### src/rtl/mem_bus_arbiter.sv
// mem_bus_arbiter
//   Shares the external memory bus between the CPU control unit and one
//   DMA/peripheral requester. Each grant covers exactly one access lasting
//   WAIT_STATES+1 cycles. The final cycle of an access is also an arbitration
//   point, so back-to-back accesses run with no idle cycle between them.
//
//   Outputs are Moore: they are decoded from state, cnt and bus_sel only.
//
//   Optional feature macro: ARB_DMA_PRIORITY_EN
//     undefined (default): ties are resolved round-robin against last_owner.
//     defined            : ties go to DMA until MAX_DMA_BURST consecutive DMA
//                          grants have been made while the CPU waited. The next
//                          tie then goes to the CPU.
module mem_bus_arbiter #(
  parameter int unsigned WAIT_STATES   = 1,  // 0..15
  parameter int unsigned MAX_DMA_BURST = 4   // 1..7, priority build only
) (
  input  logic clk,
  input  logic n_rst,
  input  logic cpu_req,
  output logic cpu_n_rdy,
  input  logic dma_req,
  output logic dma_ack,
  output logic bus_sel,
  output logic n_bus_en
);

  typedef enum logic [1:0] {
    IDLE    = 2'd0,
    CPU_ACC = 2'd1,
    DMA_ACC = 2'd2
  } state_t;

  typedef enum logic {
    OWNER_CPU = 1'b0,
    OWNER_DMA = 1'b1
  } owner_t;

  localparam logic [3:0] CNT_LOAD  = 4'(WAIT_STATES);
  localparam logic [2:0] BURST_MAX = 3'(MAX_DMA_BURST);

  state_t     state;
  owner_t     last_owner;
  logic [3:0] cnt;
  logic [2:0] burst;

  logic arb_point;
  logic grant_cpu;
  logic grant_dma;
  logic burst_full;

  // Arbitration happens while idle, or on the final cycle of an access.
  assign arb_point  = (state == IDLE) || (cnt == 4'd0);
  assign burst_full = (burst == BURST_MAX);

  // Pick the next owner from the current requests.
  always_comb begin
    // NOTE: every output of a combinational block gets a default first, so no
    // path through the if/else tree can leave it unassigned and infer a latch.
    grant_cpu = 1'b0;
    grant_dma = 1'b0;
    if (arb_point) begin
      if (cpu_req && dma_req) begin
`ifdef ARB_DMA_PRIORITY_EN
        // DMA wins ties until it has taken its burst allowance.
        if (burst_full) grant_cpu = 1'b1;
        else            grant_dma = 1'b1;
`else
        // Round-robin: whoever did not own the bus last goes next.
        if (last_owner == OWNER_DMA) grant_cpu = 1'b1;
        else                         grant_dma = 1'b1;
`endif
      end else if (cpu_req) begin
        grant_cpu = 1'b1;
      end else if (dma_req) begin
        grant_dma = 1'b1;
      end
    end
  end

  // Access sequencer: grants, wait-state countdown and mux select.
  always_ff @(posedge clk or negedge n_rst) begin
    if (!n_rst) begin
      state      <= IDLE;
      cnt        <= 4'd0;
      bus_sel    <= 1'b0;
      last_owner <= OWNER_DMA;  // CPU wins the first tie after reset
    end else begin
      // NOTE: state registers use non-blocking assignments so every flop
      // samples values from before the edge, independent of statement order.
      if (grant_cpu) begin
        state      <= CPU_ACC;
        cnt        <= CNT_LOAD;
        bus_sel    <= 1'b0;
        last_owner <= OWNER_CPU;
      end else if (grant_dma) begin
        state      <= DMA_ACC;
        cnt        <= CNT_LOAD;
        bus_sel    <= 1'b1;
        last_owner <= OWNER_DMA;
      end else if (arb_point) begin
        // Nobody asked: park in IDLE, bus_sel keeps its last value.
        state <= IDLE;
      end else begin
        cnt <= cnt - 4'd1;
      end
    end
  end

  // Consecutive DMA grants taken while the CPU was kept waiting.
  always_ff @(posedge clk or negedge n_rst) begin
    if (!n_rst) begin
      burst <= 3'd0;
    end else if (!cpu_req || grant_cpu) begin
      burst <= 3'd0;
    end else if (grant_dma && (burst < BURST_MAX)) begin
      burst <= burst + 3'd1;
    end
  end

  // Moore output decode.
  assign n_bus_en  = (state == IDLE);
  assign cpu_n_rdy = !((state == CPU_ACC) && (cnt == 4'd0));
  assign dma_ack   = (state == DMA_ACC) && (cnt == 4'd0);

endmodule
### config.mk
export PLATFORM = sky130hd
export DESIGN_NAME = mem_bus_arbiter
export DESIGN_NICKNAME = d
export VERILOG_FILES = /design/src/rtl/mem_bus_arbiter.sv
export SDC_FILE = /design/constraint.sdc
export NUM_CORES = 1
export LEC_CHECK = 0
export CAP_MARGIN = 20
export CORE_UTILIZATION = 30
export CTS_BUF_LIST = sky130_fd_sc_hd__clkbuf_16
export DETAILED_ROUTE_END_ITERATION = 8
export PLACE_DENSITY = 0.52
export SETUP_SLACK_MARGIN = 0.5
export SYNTH_ARGS = -nofsm -noshare
export SYNTH_HDL_FRONTEND = slang
export SYNTH_SLANG_ARGS = --single-unit
### constraint.sdc
create_clock -name clk -period 3.6 [get_ports clk]
set_input_delay 0.72 -clock clk [delete_from_list [all_inputs] [get_ports clk]]
set_output_delay 0.72 -clock clk [all_outputs]
set_load 0.02 [all_outputs]
==> summary.md <==
| Metric | Value |
|---|---|
| Status | `complete, no violations` |
| Final setup viols | `0` |
| Syn Nets | `48` |
| Leakage | `0.260 nW` |
| Port Buffers | `7` |
| DR DRC count | `0` |
| Clock sink count | `8` |
| Post-CTS Setup Bufs | `0` |
| Vias in the first global route | `347` |
| Initial antenna violation count | `0` |
| Synth-to-layout area growth | `38.4%` |
| Total CTS buffers | `3` |
| WS Path Type | `reg -> out` |
| Core area | `1330 sq um` |
| WL/cell | `15.0 microns` |
| Share of cells above drive strength 1 | `15.1%` |
| Period utilization | `80.5%` |
| Routed WL | `1.02 mm` |
| CP Capture Type | `output pin` |
| CTS max path bufs | `2` |
| Reg-to-Reg End | `cnt[2]$_DFFE_PN0P_` |
| IO Pins | `8` |
| Final ANT Viol Nets | `0` |
| Metal3 WL | `46 microns` |
| Placed wire-length estimate | `749 microns` |
| Setup WS pre-CTS | `0.949 ns` |
| Top sig layer | `met4` |
| Clock root buffer | `clkbuf_16` |
| Fin Clk Skew | `0.00463 ns` |
| CP required | `2.88 ns` |
| Worst-path clk slew | `0.04 ns` |
| Register-to-register setup slack | `1.87 ns` |
| Die height | `40.2 microns` |
| Hold_sp | `last_owner$_DFFE_PN1P_` |
| Post-synth top area cell | `dfrtp_1` |
| GR Util All Layers | `15.7%` |
| Max Cap Viol | `0` |
| Synth top area cells | `dfrtp_1 (40%), dfstp_2 (6.0%), ha_1 (5.7%)` |
| Peak supply drop | `316 uV` |
| Cell count after placement | `64` |
| Crit path time final | `2.90 ns` |
| Starting Density | `32.7%` |
| Htree depth | `1` |
| Crit Reg-Reg Startpoint | `cnt[0]$_DFFE_PN0P_` |
| Synth warn | `0` |
| Synthesis-stage register bit count | `8` |
| N_diodes | `0` |
| Hold_ws | `0.495 ns` |
| Via/cell ratio | `5.56` |
| Setup crit start kind | `flop` |
| Final Non-Filler Cells | `68` |
| Die width | `40.2 microns` |
| Clk Latency, worst-skew pair | `0.24 ns` |
| Post-cts resize count | `0` |
| Final weighted congestion in routability-driven placement | `0.823` |
| DRT Pass-1 Iters | `4` |
| Actual slew at the worst max-slew pin | `0.562 ns` |
| TritonCTS clock tree | `done` |
| Slew Viols, Final | `0` |
| Global-route wire length before repair | `1.56 mm` |
| WHS Endpoint | `last_owner$_DFFE_PN1P_` |
| Post-layout nets | `60` |
| Post-CTS Hold Buffers | `0` |
| Relative slew margins | `62.5%` |
| Synth Instances | `42` |
| Max FO, Critical Path | `4` |
| Final Hold Vio Count | `0` |
| Routed met1 length | `478 microns` |
| Hold-critical path depth | `2` |
| F_max | `345 MHz` |
| Die area | `1610 sq um` |
| Mean cell area of the mapped netlist | `10.4 sq um` |
| GRT overflow | `0` |
| TNS Setup | `0 ns` |
| RSZ-0062 raised after global routing | `false` |
| Critical Path AT | `2.18 ns` |
| Seq/Total Area, Yosys | `46.1%` |
| Largest net degree at the start of global routing | `9` |
| Synthesized area | `437 sq um` |
| PnR worst setup slack | `0.700 ns` |
| Worst min path class | `reg -> reg` |
| P per Cell Area | `1080 nW/um^2` |
| Initial detailed-routing violation count | `6` |
| Netlist cell types | `21` |
| WL met2 | `462 microns` |
| Vias post-DR | `378` |
| Number of core rows | `13` |
| Worst reg-to-reg path cell count | `5` |
| Yosys top cell area share | `40.1%` |
==> metrics by stage <==
stage / area [sq um] / power, mW / util [%]
CTS: 604 / 0.654 / 45.3
global placement: 526 / 0.445 / 39.4
detailed placement: 526 / 0.458 / 39.4
finish: 604 / 0.651 / 45.3
global route: 604 / 0.701 / 45.3
floorplan: 437 / 0.374 / -
==> worst max-delay path by stage <==
stage / startpoint / end / cells after the start
after floorplan: cnt[0]$_DFFE_PN0P_ / dma_ack / 4
after global placement: cnt[0]$_DFFE_PN0P_ / dma_ack / 5
after detailed placement: cnt[0]$_DFFE_PN0P_ / dma_ack / 5
after CTS: cnt[0]$_DFFE_PN0P_ / dma_ack / 5
after global routing: cnt[0]$_DFFE_PN0P_ / dma_ack / 5
final: cnt[0]$_DFFE_PN0P_ / dma_ack / 5
==> flip-flops by register name, summed over array words and instances, names as in the netlist <==
name / count
last_owner: 1
bus_sel: 1
state: 2
cnt: 4
==> layout make-up <==
type,instances,area (sq um)
multi-input cells,30,220
clock buffers,3,75.1
flip-flops and latches,8,201
well taps,15,18.8
fillers,120,729
clock inverters,1,3.75
repair buffers,7,70.1
inverters,4,15.0
==> layer usage <==
layer	up-vias	track usage, %
met4	0	10.3
met3	3	5.00
met2	10	22.2
met5	-	0
li1	180	-
met1	185	20.1
==> worst max-delay path: stages, from the launching register on <==
cell and delay (ns):
dfrtp_1 0.39, inv_1 0.11, ha_1 0.19, or3b_1 0.42, nor3b_1 0.20, clkdlybuf4s50_1 0.63
==> cell families (layout without fill, tap and decap cells) <==
kind of cell,Yosys count,after routing,synth area share (%)
compound gates,12,12,23.5
fa+ha+maj,2,2,5.73
simple gates,16,16,21.2
buf+inv,4,15,3.44
flops,8,8,46.1
==> report_power, final <==
part	total, mW	switching [mW]	leakage, nW	internal, mW
Clock	0.193	0.0476	0.0423	0.145
Sequential	0.181	0.0418	0.0951	0.139
Combinational	0.277	0.144	0.123	0.134
Total	0.651	0.233	0.260	0.418
==> Yosys cell counts, drive strengths merged <==
library cell,count
o21ai,4
nor3,4
ha,2
nand2,2
o41ai,1
or4,1
nor2b,2
dfrtp,7
dfstp,1
nand3b,1
nor3b,2
a32o,2
or3b,1
or3,1
nor2,2
inv,4
a2bb2oi,1
a22o,2
a32oi,1
a21oi,1
==> placed cells by master, fill, tap and decap left out <==
cell	instances
nor2b_1	2
a22o_2	2
inv_1	5
dfrtp_1	7
o41ai_2	1
nor3_1	4
a2bb2oi_1	1
nor3b_1	2
dfstp_2	1
or3_1	1
o21ai_2	1
a21oi_1	1
a32oi_1	1
clkbuf_16	3
ha_1	2
a32o_1	2
o21ai_0	3
or4_1	1
nand2_1	2
nor2_1	2
or3b_1	1
nand3b_1	1
clkdlybuf4s50_1	7
(Power assumes the default switching activity.)
==> variant 1, RTL diff (same flow settings) <==
Add a define of `ARB_DMA_PRIORITY_EN`.
--- a/src/rtl/mem_bus_arbiter.sv
+++ b/src/rtl/mem_bus_arbiter.sv
@@ -13,2 +13,4 @@
 //                          tie then goes to the CPU.
+`define ARB_DMA_PRIORITY_EN
+
 module mem_bus_arbiter #(
Function: changed (Yosys sat finds a counterexample within 4 cycles, from zero or initial values and one cycle with n_rst low).
==> variant 1 against the original RTL <==
- global-route usage decreased by 2.2 points
- largest cell class unchanged
- area after synthesis increased by 44%
- fmax decreased by 0.35%
- total power decreased by 0.80%
- sequential cell count increased by 2
- highest routed layer unchanged
- non-clock buffer count unchanged
- wire length increased by 23%
- setup slack got worse by 0.010 ns
- critical path type unchanged
- die area increased by 42%
- sequential power increased by 12%
- design area increased by 30%
==> variant 1: results (changes against the original RTL) <==
{
  "outcome": "finished clean",
  "grt_start_max_net_pins": {"value": 11, "change": "+2"},
  "first_pass_grt_wire_length": {"value": 2040, "unit": "um", "change": "+31%"},
  "timing.critical_path.fanout_max": {"value": 9, "change": "+5"},
  "route.vias.total": {"value": 500, "change": "+32%"},
  "postSynth.asyncResetShare": {"value": 1.00, "change": "unchanged"},
  "final.setup_skew": {"value": 0.00204, "unit": "ns", "change": "-0.00259 ns"},
  "synthesized_netlist_net_count": {"value": 72, "change": "+50%"},
  "synth_seq_area_share": {"value": 0.398, "change": "-0.0637"},
  "lkg_pwr": {"value": 0.320, "unit": "nW", "change": "+23%"},
  "registers_with_the_most_flip_flops": "cnt: 4 flops, burst: 3 flops, state: 2 flops",
  "grt_pass1_vias": {"value": 448, "change": "+29%"},
  "number_of_cells_in_the_design_after_placement": {"value": 95, "change": "+48%"},
  "final_max_slew_viol_count": {"value": 0, "change": "unchanged"},
  "drt_first_iter_violations": {"value": 7, "change": "+1"},
  "layout.nets": {"value": 81, "change": "+35%"},
  "irDropWorstVdd": {"value": 0.357, "unit": "mV", "change": "+13%"},
  "io_buf_count": {"value": 7, "change": "unchanged"},
  "hpwlAfterDp": {"value": 868, "unit": "um", "change": "+16%"},
  "share_of_post_route_cells_with_drive_strength_above_1": {"value": 0.113, "change": "-0.0383"},
  "fill_cells": {"value": 216, "change": "+80%"},
  "peak_per_stage_delay_on_the_critical_path": {"value": 0.63, "unit": "ns", "change": "about the same"},
  "synth_top_cells_by_area": "dfrtp_1 (40%), ha_1 (8.0%), nand3_1 (5.6%)",
  "slew_worst_pin": {"value": 0.525, "unit": "ns", "change": "-0.0370 ns"},
  "regToRegEndpoint": "burst[0]",
  "max_freq": {"value": 344, "unit": "MHz", "change": "-0.35%"},
  "pre_cts_setup_slack": {"value": 0.837, "unit": "ns", "change": "-0.112 ns"},
  "yosysWarningCount": {"value": 0, "change": "unchanged"},
  "postSynthAreaPerCell": {"value": 9.83, "unit": "sq um", "change": "-5.4%"},
  "netlist-cell-type-count": {"value": 29, "change": "+38%"},
  "critPathArrivalTime_ns": 2.19,
  "placed_area": {"value": 707, "unit": "sq um", "change": "+35%"},
  "wl": {"value": 1250, "unit": "um", "change": "+23%"},
  "vias_per_cell": {"value": 5.10, "change": "-8.2%"},
  "routability_congestion_estimate_from_global_placement": {"value": 0.715, "change": "-13%"},
  "all_layer_gr_usage": {"value": 0.134, "change": "-0.0221"},
  "synth_commonest_cells": "dfrtp_1 (10), inv_1 (7), nand3_1 (7)"
}
-- variant 1: kinds of logic (layout without fill, tap and decap cells) --
group           after synthesis  count (layout)  synth area share
simple gates                 25              25             0.221
compound gates               14              14             0.203
flops                        10              10             0.398
buf+inv                      10              17            0.0835
fa+ha+maj                     4               4            0.0795
mux                           1               1            0.0159
-- variant 1: where the power goes --
group | internal, W | total (W) | switching, W
clock | 0.000144 | 0.000190 | 0.0000465
sequential | 0.000157 | 0.000203 | 0.0000457
combinational | 0.000118 | 0.000253 | 0.000136
-- variant 1: how the worst min path moves through the flow --
| stage | start | end | slack, ns | cells after the start |
|---|---|---|---|---|
| after floorplan | n_rst | burst[0] | 0.42 | 0 |
| after global placement | bus_sel | bus_sel | 0.51 | 1 |
| after detailed placement | bus_sel | bus_sel | 0.52 | 1 |
| after CTS | state[0] | state[0] | 0.56 | 2 |
| after global routing | bus_sel | bus_sel | 0.59 | 1 |
| final | state[0] | state[0] | 0.55 | 2 |
-- variant 1: layer usage --
layer  share of wire  GRT usage  wire (um)  up-vias
li1                -          -          -      247
met1            0.44      0.164        555      230
met2            0.47      0.214        587       17
met3           0.057     0.0415         72        6
met4           0.030     0.0667         37        0
met5               0          0          0        -
-- variant 1: cell type report --
type,instances,area [sq um],share of cell area
sequential,10,250,0.319
inverter,7,26.3,0.0335
timing repair buffer,7,70.1,0.0893
multi-input combinational,44,329,0.419
tap,27,33.8,0.0431
clock buffer,3,75.1,0.0957
-- variant 1: critical path, delay by kind of cell, from the launching register on --
| family | cells | cell delay, ns |
|---|---|---|
| buffers and inverters | 2 | 0.74 |
| DFF | 1 | 0.43 |
| and+or+nand+nor | 2 | 0.63 |
| adders and majority gates | 1 | 0.15 |
==> variant 2, RTL diff (same flow settings) <==
Without the edit above. Reset style: synchronous (`n_rst`), changed in 2 clocked blocks.
--- a/src/rtl/mem_bus_arbiter.sv
+++ b/src/rtl/mem_bus_arbiter.sv
@@ -81,3 +81,3 @@
   // Access sequencer: grants, wait-state countdown and mux select.
-  always_ff @(posedge clk or negedge n_rst) begin
+  always_ff @(posedge clk) begin
     if (!n_rst) begin
@@ -110,3 +110,3 @@
   // Consecutive DMA grants taken while the CPU was kept waiting.
-  always_ff @(posedge clk or negedge n_rst) begin
+  always_ff @(posedge clk) begin
     if (!n_rst) begin
Behaviour: differs if n_rst is asserted again (counterexample within 4 cycles, from zero or initial values and one cycle with n_rst low); with n_rst held inactive, the same outputs for 10 cycles.
==> variant 2 against the original RTL <==
- design area fell by 4.6%
- area after synthesis fell by 2.9%
- count of clock-buffer cells in the layout did not move
- sequential cell count did not move
- worst hold slack got worse by 0.027 ns
- sequential share of layout area fell by 5.6 points
- wire length fell by 13%
- clock skew fell by 0.0036 ns
- setup slack improved by 0.16 ns
- critical endpoint unchanged
Power is not compared: it rests on default switching activity, and its combinational part moved more than twofold at a synthesized area within 25%.
==> variant 2: results (changes against the original RTL) <==
{
  "grt_start_max_net_pins": {"value": 9, "change": "unchanged"},
  "cts_max_level": {"value": 1, "change": "unchanged"},
  "synth_seq_area_share": {"value": 0.378, "change": "-0.0837"},
  "share_of_post_route_cells_with_drive_strength_above_1": {"value": 0.0820, "change": "-0.0690"},
  "cts_root_buffer": "clkbuf_16",
  "post_cts.resized_instances": {"value": 0, "change": "unchanged"},
  "antenna_found_initial": {"value": 0, "change": "unchanged"},
  "worst_skew_pair.late_latency_ns": 0.23,
  "post_cts.repair.setup_buffers": {"value": 0, "change": "unchanged"},
  "irDropWorstVdd_mv": 0.359,
  "r2r.worst_path.cells": {"value": 5, "change": "unchanged"},
  "synth_top_cells_by_area": "dfxtp_1 (38%), o211ai_1 (7.1%), inv_1 (5.3%)",
  "postSynth.asyncResetShare": {"value": 0, "change": "-1.00"},
  "cts_inserted_buffers": {"value": 3, "change": "unchanged"},
  "hold_class": "register to register",
  "first_pass_grt_wire_length": {"value": 1450, "unit": "um", "change": "-7.1%"},
  "slew_headroom": {"value": 0.695, "change": "+0.0704"},
  "drt-pass1-iter-count": {"value": 2, "change": "-2"},
  "timing.critical_path.fanout_max": {"value": 5, "change": "+1"},
  "all_layer_gr_usage": {"value": 0.148, "change": "-0.00838"},
  "yosysWarningCount": {"value": 0, "change": "unchanged"},
  "power.density_nw_per_um2": 604,
  "cts-root-to-sink-buffers": {"value": 2, "change": "unchanged"},
  "synthesized_netlist_net_count": {"value": 57, "change": "+19%"},
  "routability_congestion_estimate_from_global_placement": {"value": 0.766, "change": "-7.0%"},
  "grt_pass1_vias": {"value": 330, "change": "-4.9%"},
  "outcome": "finished clean",
  "timing.hold.worst_path_depth": {"value": 2, "change": "unchanged"},
  "hpwlAfterDp": {"value": 661, "unit": "um", "change": "-12%"},
  "cts.clk_slew.worst_paths_ns": 0.03,
  "largest_register_ffs": {"value": 4, "change": "unchanged"},
  "critPathArrivalTime": {"value": 2.02, "unit": "ns", "change": "-0.16 ns"},
  "cts_tree": "built",
  "drt_first_iter_violations": {"value": 9, "change": "+3"},
  "synth_commonest_cells": "dfxtp_1 (8), inv_1 (6), nand2_1 (5)",
  "fill_cells": {"value": 137, "change": "+14%"},
  "antennaDiodeCount": {"value": 0, "change": "unchanged"},
  "io_buf_count": {"value": 7, "change": "unchanged"},
  "final.setup_skew": {"value": 0.000993, "unit": "ns", "change": "-0.00363 ns"},
  "registers_with_the_most_flip_flops": "cnt: 4 flops, state: 2 flops",
  "wl": {"value": 887, "unit": "um", "change": "-13%"},
  "netlist-cell-type-count": {"value": 24, "change": "+14%"},
  "vias_per_cell": {"value": 5.01, "change": "-9.8%"},
  "lkg_pwr_nw": 0.221,
  "layout.nets": {"value": 68, "change": "+13%"},
  "most_common_flop_cell_mapped_by_yosys": "dfxtp_1"
}
-- variant 2: cell types whose count changed after synthesis, sizes merged, moves of 4 or more --
cell	change
dfrtp	-7
dfxtp	+8
o211ai	+4
nand3	+4
-- variant 2: path summary, 6_finish.rpt --
path            from    endpoint  slack (ns)
max           cnt[0]     dma_ack        0.86
min          bus_sel     bus_sel        0.47
max reg2reg   cnt[0]  last_owner        2.08
min reg2reg  bus_sel     bus_sel        0.47
-- variant 2: cells by family (layout without fill, tap and decap cells) --
family | Yosys count | in the layout | share of synthesized area
AOI/OAI and AO/OA | 15 | 15 | 0.230
adders and majority gates | 1 | 1 | 0.0295
buffers and inverters | 8 | 17 | 0.0944
DFF | 8 | 8 | 0.378
and+or+nand+nor | 20 | 20 | 0.268
-- variant 2: layer usage --
layer | part of all wire | track usage
met4 | 0.016 | 0.0776
met5 | 0 | 0
met1 | 0.50 | 0.187
met3 | 0.051 | 0.0852
met2 | 0.43 | 0.193
-- variant 2: worst max-delay path, stage by stage, from the launching register on --
cell	delay [ns]
dfxtp_1	0.30
inv_1	0.08
ha_1	0.20
or3b_1	0.44
nor3_1	0.15
clkdlybuf4s50_1	0.62
-- variant 2: layout make-up --
type	instances	area, sq um	share of cell area
clock buffer	3	75.1	0.130
inverter	7	28.8	0.0499
multi-input combinational	36	224	0.388
sequential	8	160	0.278
tap	15	18.8	0.0325
timing repair buffer	7	70.1	0.121
-- variant 2: metrics by stage --
step | util | hold slack, ns | cells | area [sq um] | worst slack, ns
3_5_place_dp | 0.386 | 0.465 | 73 | 502 | 1.09
3_3_place_gp | 0.386 | 0.466 | 73 | 502 | 1.13
6_report | 0.443 | 0.468 | 76 | 577 | 0.856
5_1_grt | 0.443 | 0.503 | 76 | 577 | 0.772
4_1_cts | 0.443 | 0.477 | 76 | 577 | 0.854
2_1_floorplan | - | 0.449 | 52 | 424 | 1.46
-- variant 2: where the power goes --
group	internal (W)	switching [W]	leakage, nW
registers	0.0000970	0.00000634	0.0660
logic	0.0000268	0.0000358	0.118
clock network	0.000143	0.0000398	0.0370
total	0.000267	0.0000820	0.221
